`src/rtl/stream_pattern_gen_if.sv`:
```
// Beat stream carrying test-pattern data from the generator to its consumer.
// The master drives data/valid/last and the slave returns ready.
interface stream_pattern_gen_if #(
  parameter int unsigned DATA_W = 32
);
  logic [DATA_W-1:0] data;
  logic              valid;
  logic              last;
  logic              ready;

  modport master (output data, output valid, output last, input ready);
  modport slave  (input data, input valid, input last, output ready);
endinterface

```
`src/rtl/stream_pattern_gen.sv`:
```
// Paced test-pattern source: one burst of BURST_LEN beats per period, one beat per sample tick.
// Backpressure drops samples rather than stalling the pacing; drops and missed starts are counted.
module stream_pattern_gen #(
  parameter int unsigned DATA_W        = 32,
  parameter int unsigned PERIOD_CYCLES = 125_000_000,
  parameter int unsigned SAMPLE_DIV    = 47,
  parameter int unsigned BURST_LEN     = 10,
  parameter int unsigned CNT_W         = 16
) (
  input  logic                i_Sys_clk,
  input  logic                i_Rst_n,
  input  logic                i_enable,
  input  logic [1:0]          i_mode,
  input  logic [DATA_W-1:0]   i_seed,
  stream_pattern_gen_if.master m_axis,
  output logic                o_busy,
  output logic [CNT_W-1:0]    o_drop_cnt,
  output logic [CNT_W-1:0]    o_miss_cnt
);

  localparam int unsigned PW = $clog2(PERIOD_CYCLES);
  localparam int unsigned DW = $clog2(SAMPLE_DIV);
  localparam int unsigned IW = $clog2(BURST_LEN + 1);

  localparam logic [PW-1:0] PerMax  = PW'(PERIOD_CYCLES - 1);
  localparam logic [DW-1:0] DivMax  = DW'(SAMPLE_DIV - 1);
  localparam logic [IW-1:0] IdxLast = IW'(BURST_LEN - 1);
  localparam logic [IW-1:0] IdxEnd  = IW'(BURST_LEN);
  localparam logic [31:0]   LfsrPoly = 32'h8020_0003;

  typedef enum logic [0:0] {StIdle, StBurst} state_e;

  state_e              state_q, state_d;
  logic [PW-1:0]       per_q, per_d;
  logic [DW-1:0]       div_q, div_d;
  logic [IW-1:0]       idx_q, idx_d;
  logic [1:0]          mode_q, mode_d;
  logic [DATA_W-1:0]   seed_q, seed_d;
  logic [31:0]         lfsr_q, lfsr_d;
  logic [31:0]         beat_cnt_q, beat_cnt_d;
  logic [DATA_W-1:0]   data_q, data_d;
  logic                valid_q, valid_d;
  logic                last_q, last_d;
  logic [CNT_W-1:0]    drop_q, drop_d;
  logic [CNT_W-1:0]    miss_q, miss_d;

  logic              ps, tick, accept, pending, sample, form, drop;
  logic [31:0]       seed32;
  logic [DATA_W-1:0] beat_val;

  always_comb begin
    ps      = (per_q == '0);
    tick    = (div_q == DivMax);
    accept  = valid_q & m_axis.ready;
    pending = valid_q & ~m_axis.ready;
    sample  = (state_q == StBurst) && tick && (idx_q < IdxEnd);
    form    = sample & ~pending;
    drop    = sample & pending;
    seed32  = 32'(i_seed);

    unique case (mode_q)
      2'd0: beat_val = DATA_W'(idx_q);
      2'd1: beat_val = DATA_W'(beat_cnt_q);
      2'd2: beat_val = DATA_W'(lfsr_q);
      2'd3: beat_val = seed_q;
    endcase

    per_d = (per_q == PerMax) ? '0 : per_q + PW'(1);
    // Divider realigns to the period so every burst has the same tick phase.
    div_d = ((per_d == '0) || tick) ? '0 : div_q + DW'(1);

    state_d    = state_q;
    idx_d      = idx_q;
    mode_d     = mode_q;
    seed_d     = seed_q;
    lfsr_d     = lfsr_q;
    beat_cnt_d = beat_cnt_q;
    data_d     = data_q;
    valid_d    = accept ? 1'b0 : valid_q;
    last_d     = last_q;
    drop_d     = drop_q;
    miss_d     = miss_q;

    unique case (state_q)
      StIdle: begin
        if (ps && i_enable) begin
          state_d = StBurst;
          mode_d  = i_mode;
          seed_d  = i_seed;
          idx_d   = '0;
          lfsr_d  = (seed32 == '0) ? 32'd1 : seed32;
        end
      end
      StBurst: begin
        if (ps && (miss_q != '1)) miss_d = miss_q + CNT_W'(1);
        if (sample) idx_d = idx_q + IW'(1);
        if (form) begin
          valid_d    = 1'b1;
          data_d     = beat_val;
          last_d     = (idx_q == IdxLast);
          beat_cnt_d = beat_cnt_q + 32'd1;
          lfsr_d     = (lfsr_q >> 1) ^ (lfsr_q[0] ? LfsrPoly : 32'd0);
        end
        if (drop) begin
          if (drop_q != '1) drop_d = drop_q + CNT_W'(1);
          // Losing the final sample must still terminate the burst on the held beat.
          if (idx_q == IdxLast) last_d = 1'b1;
        end
        if (accept && last_q) state_d = StIdle;
      end
    endcase
  end

  always_ff @(posedge i_Sys_clk or negedge i_Rst_n) begin
    if (!i_Rst_n) begin
      state_q    <= StIdle;
      per_q      <= '0;
      div_q      <= '0;
      idx_q      <= '0;
      mode_q     <= '0;
      seed_q     <= '0;
      lfsr_q     <= 32'd1;
      beat_cnt_q <= '0;
      data_q     <= '0;
      valid_q    <= 1'b0;
      last_q     <= 1'b0;
      drop_q     <= '0;
      miss_q     <= '0;
    end else begin
      state_q    <= state_d;
      per_q      <= per_d;
      div_q      <= div_d;
      idx_q      <= idx_d;
      mode_q     <= mode_d;
      seed_q     <= seed_d;
      lfsr_q     <= lfsr_d;
      beat_cnt_q <= beat_cnt_d;
      data_q     <= data_d;
      valid_q    <= valid_d;
      last_q     <= last_d;
      drop_q     <= drop_d;
      miss_q     <= miss_d;
    end
  end

  assign m_axis.data  = data_q;
  assign m_axis.valid = valid_q;
  assign m_axis.last  = last_q;
  assign o_busy       = (state_q == StBurst);
  assign o_drop_cnt   = drop_q;
  assign o_miss_cnt   = miss_q;

endmodule

```
`src/flat_wrapper.sv`:
```
// flat-port wrapper written by rule: the top's interface ports become plain ports
module stream_pattern_gen_flat 
#(
  parameter int unsigned DATA_W        = 32,
  parameter int unsigned PERIOD_CYCLES = 125_000_000,
  parameter int unsigned SAMPLE_DIV    = 47,
  parameter int unsigned BURST_LEN     = 10,
  parameter int unsigned CNT_W         = 16
)
  (i_Sys_clk, i_Rst_n, i_enable, i_mode, i_seed, o_busy, o_drop_cnt, o_miss_cnt, m_axis_data, m_axis_valid, m_axis_last, m_axis_ready);
  stream_pattern_gen_if #(.DATA_W(DATA_W)) m_axis_i ();
  input  logic i_Sys_clk;
  input  logic i_Rst_n;
  input  logic i_enable;
  input  logic [1:0] i_mode;
  input  logic [DATA_W-1:0] i_seed;
  output logic o_busy;
  output logic [CNT_W-1:0] o_drop_cnt;
  output logic [CNT_W-1:0] o_miss_cnt;
  output wire logic [$bits(m_axis_i.data)-1:0] m_axis_data;
  output wire logic [$bits(m_axis_i.valid)-1:0] m_axis_valid;
  output wire logic [$bits(m_axis_i.last)-1:0] m_axis_last;
  input wire logic [$bits(m_axis_i.ready)-1:0] m_axis_ready;
  assign m_axis_data = m_axis_i.data;
  assign m_axis_valid = m_axis_i.valid;
  assign m_axis_last = m_axis_i.last;
  assign m_axis_i.ready = m_axis_ready;
  stream_pattern_gen #(.DATA_W(DATA_W), .PERIOD_CYCLES(PERIOD_CYCLES), .SAMPLE_DIV(SAMPLE_DIV), .BURST_LEN(BURST_LEN), .CNT_W(CNT_W)) u_core (.i_Sys_clk(i_Sys_clk), .i_Rst_n(i_Rst_n), .i_enable(i_enable), .i_mode(i_mode), .i_seed(i_seed), .m_axis(m_axis_i), .o_busy(o_busy), .o_drop_cnt(o_drop_cnt), .o_miss_cnt(o_miss_cnt));
endmodule
```
`config.mk`:
```
export PLATFORM = sky130hd
export DESIGN_NAME = stream_pattern_gen_flat
export DESIGN_NICKNAME = d
export VERILOG_FILES = /design/src/rtl/stream_pattern_gen_if.sv /design/src/rtl/stream_pattern_gen.sv /design/src/flat_wrapper.sv
export SDC_FILE = /design/constraint.sdc
export NUM_CORES = 1
export LEC_CHECK = 0
export CELL_PAD_IN_SITES_DETAIL_PLACEMENT = 2
export CELL_PAD_IN_SITES_GLOBAL_PLACEMENT = 2
export CORE_MARGIN = 1
export CORE_UTILIZATION = 37
export CTS_CLUSTER_DIAMETER = 120
export DETAILED_ROUTE_END_ITERATION = 8
export GPL_TIMING_DRIVEN = 0
export MAX_ROUTING_LAYER = met4
export PLACE_DENSITY_LB_ADDON = 0.1
export SLEW_MARGIN = 20
export SYNTH_ARGS = -nofsm -noshare
export SYNTH_HDL_FRONTEND = slang
export SYNTH_SLANG_ARGS = --single-unit
```
`constraint.sdc`:
```
create_clock -name i_Sys_clk -period 3.32 [get_ports i_Sys_clk]
set_input_delay 0.664 -clock i_Sys_clk [delete_from_list [all_inputs] [get_ports i_Sys_clk]]
set_output_delay 0.664 -clock i_Sys_clk [all_outputs]
set_load 0.02 [all_outputs]
```
==> flow_metrics.py <==
metrics = {
    "grt": {
        "grt_start_max_net_pins": 78,
        "grt_overflow": 0,
        "grt_pass1_wl_mm": 48.2,
        "antenna_found_initial": 0,
        "grt_usage_pct": 22.8,
        "grt_pass1_vias": 8575,
    },
    "clock_network": {
        "cts_buffers": 25,
        "worstSkewPairLatency_ns": 0.53,
        "cts_root_buf": "clkbuf_16",
        "clk_pin_slew_worst_paths_ns": 0.06,
        "cts.sinks": 202,
        "cts_buffer_depth": 3,
        "cts_max_level": 1,
        "tritoncts": "yes",
    },
    "floorplan": {
        "io_pins": 105,
        "dieArea_um2": 27500,
        "rows": 59,
        "core_area_um2": 26200,
        "initial_utilization_pct": 37.9,
        "die_x_um": 166,
        "die_y_um": 166,
    },
    "sta": {
        "hold_ws_ns": 0.0968,
        "setup_viol_count_final": 0,
        "tightest_slew_ns": 0.833,
        "drv_slew": 0,
        "timing.final.crit_share_pct": 92.7,
        "max_freq_mhz": 325,
        "maxSlewHeadroom_pct": 44.5,
        "hold_viol": 0,
        "rsz0062_at_grt": "no",
        "min_period_ns": 3.08,
        "skew_ns": 0.0113,
    },
    "critical_path": {
        "cp.required_ns": 3.71,
        "criticalPathCategory": "reg2reg",
        "critPathBufInv": 4,
        "worstPathArrival_ns": 3.47,
        "worst-path-stages": 10,
        "crit_top_cell": "buf_2",
        "worst-path-max-fanout": 10,
        "crit_path_cell_trace": "inv_1 > ha_1 > or3b_2 > or3_1 > nor4_4 > nand2b_1 > buf_2 > buf_4 > buf_2 > a21oi_1",
        "worstSetupStartpointType": "register",
        "rr_worst_depth": 10,
        "cp-end-kind": "register",
        "critPathTopFamily": "simple AND/OR/NAND/NOR gates",
        "cp_slowest_stage_delay_ns": 0.49,
        "slowest_stage": "or3b_2",
    },
    "detailed_routing": {
        "wirelength_mm": 29.6,
        "dr.pass1.iters": 8,
        "vias": 7806,
        "drc": 10,
        "routed_via_density": 5.48,
        "drt_iter0_markers": 347,
        "detail_route.wl_per_cell_um": 20.8,
        "antenna_left": 0,
    },
    "yosys": {
        "syn_inst": 938,
        "synth-seq-cells": 202,
        "synth-edff-count": 0,
        "synthArstFlopShare_pct": 100,
        "syn-num-nets": 985,
        "ys_warn_count": 0,
        "synth.avg_cell_area_um2": 10.6,
        "synth_cell_types": 56,
        "synth-main-ff-cell": "dfrtp_1",
        "yosysSeqAreaShare_pct": 50.9,
        "synth_area_um2": 9930,
    },
    "power_and_ir_drop": {
        "total_power_uw": 5820,
        "leakagePower_uw": 0.00537,
        "power.density_nw_per_um2": 476,
        "ir_drop_v": 0.000269,
    },
    "run_status": {
        "violations": "design-rule violations",
        "status": "finished, violations left",
    },
    "placed_design": {
        "globalplace.congestion": 0.783,
        "placed_cell_area_um2": 11400,
        "post-dp-hpwl_mm": 20.8,
        "dp.cells": 1379,
        "portBuffers": 104,
    },
    "layout": {
        "layout-drive-gt1-share_pct": 13.7,
        "area_delta_synth_final_pct": 23.2,
        "fin_cells": 1425,
        "n_antenna_cell": 0,
        "design_area_um2": 12200,
        "final_nets": 1118,
    },
    "job": {
        "max_cap_viol_count": 0,
    },
    "worst_hold_path": {
        "hp-class": "in2async",
    },
}
worst paths after layout:
kind | from | endpoint | slack [ns]
setup / recovery | u_core.per_q[0] | u_core.lfsr_q[27] | 0.24
hold / removal | i_Rst_n | u_core.m_axis.data[11] | 0.1
setup reg to reg | u_core.per_q[0] | u_core.lfsr_q[27] | 0.24
hold reg to reg | u_core.beat_cnt_q[31] | u_core.beat_cnt_q[31] | 0.47
max in group asynchronous | i_Rst_n | u_core.o_miss_cnt[0] | 2.10
min in group i_Sys_clk | u_core.beat_cnt_q[31] | u_core.beat_cnt_q[31] | 0.47
cell type report:
class	count	area (µm²)
clock inverter	5	28.8
timing repair buffer	106	1100
fill	2716	14000
sequential	202	5060
clock buffer	41	726
tap	335	419
inverter	26	97.6
buffer	50	220
multi-input combinational	660	4580
routing by layer:
metal	up-vias	wire, µm	GRT usage, %	part of all wire [%]
li1	3596	-	-	-
met1	4058	13600	29.4	46
met2	118	14600	38.1	49
met3	34	1100	3.07	3.7
met4	0	411	4.84	1.4
met5	-	0	-	0
synthesized netlist by cell type (all sizes together), types with 5 or more instances:
| cell type | number | area, µm² |
|---|---|---|
| a21oi | 33 | 165 |
| clkbuf | 26 | 100 |
| and4 | 9 | 78.8 |
| a21o | 5 | 37.5 |
| dfrtp | 201 | 5030 |
| xnor2 | 46 | 403 |
| mux2i | 30 | 300 |
| a31oi | 7 | 43.8 |
| ha | 9 | 113 |
| o21ai | 16 | 80.1 |
| mux2 | 66 | 743 |
| nor2 | 143 | 539 |
| nand2b | 6 | 37.5 |
| or3 | 7 | 43.8 |
| nor3 | 23 | 115 |
| nand4 | 28 | 175 |
| nand3 | 37 | 208 |
| and3 | 9 | 56.3 |
| a221oi | 28 | 245 |
| inv | 26 | 97.6 |
| xor2 | 40 | 350 |
| nand2 | 52 | 195 |
| nor4 | 24 | 214 |
| buf | 24 | 119 |
sequential cells by signal, indices dropped and copies added, names as in the netlist:
signal / cells
u_core.o_busy: 1
u_core.o_drop_cnt: 16
u_core.mode_q: 2
u_core.seed_q: 32
u_core.o_miss_cnt: 16
u_core.per_q: 27
u_core.idx_q: 4
u_core.div_q: 6
u_core.m_axis.last: 1
u_core.m_axis.data: 32
u_core.m_axis.valid: 1
u_core.lfsr_q: 32
u_core.beat_cnt_q: 32
logic make-up after synthesis:
family	after synthesis	synth area share [%]
AO/OA/AOI/OAI	104	7.15
XOR/XNOR	86	7.59
adder cells (fa/ha/maj)	9	1.13
buffers and inverters	76	3.19
flip-flops	202	50.9
multiplexers	100	11.4
AND/OR/NAND/NOR	361	18.6
where the power goes:
part	switching [µW]	total [µW]	internal, µW
Sequential	106	2710	2600
Clock	1050	2530	1480
Combinational	311	579	268
Total	1470	5820	4350
repair_timing:
action | CTS | global route
setup buffers | 0 | 0
setup endpoints to repair | 0 | 11
gates resized for setup | 0 | 4
hold buffers | 0 | 0
cell usage in the layout (no fill, tap or decap), drive strengths merged, types with 27 or more instances in the layout:
cell	netlist	routed
mux2i	30	30
clkdlybuf4s50	0	103
a21oi	33	33
a221oi	28	28
mux2	66	66
nand2	52	52
nand3	37	37
nand4	28	28
xor2	40	40
inv	26	27
clkbuf	26	68
nor2	143	143
xnor2	46	46
dfrtp	201	201
stage by stage:
step,setup slack (ns),setup TNS [ns],utilization (%)
6_report,0.242,0,46.7
3_3_place_gp,-7.61,-1529.06,43.4
3_5_place_dp,0.0940,0,43.7
2_1_floorplan,0.801,0,-
4_1_cts,0.0802,0,46.6
5_1_grt,0.00111,0,46.7
No activity file was read; power rests on OpenSTA's default activity.
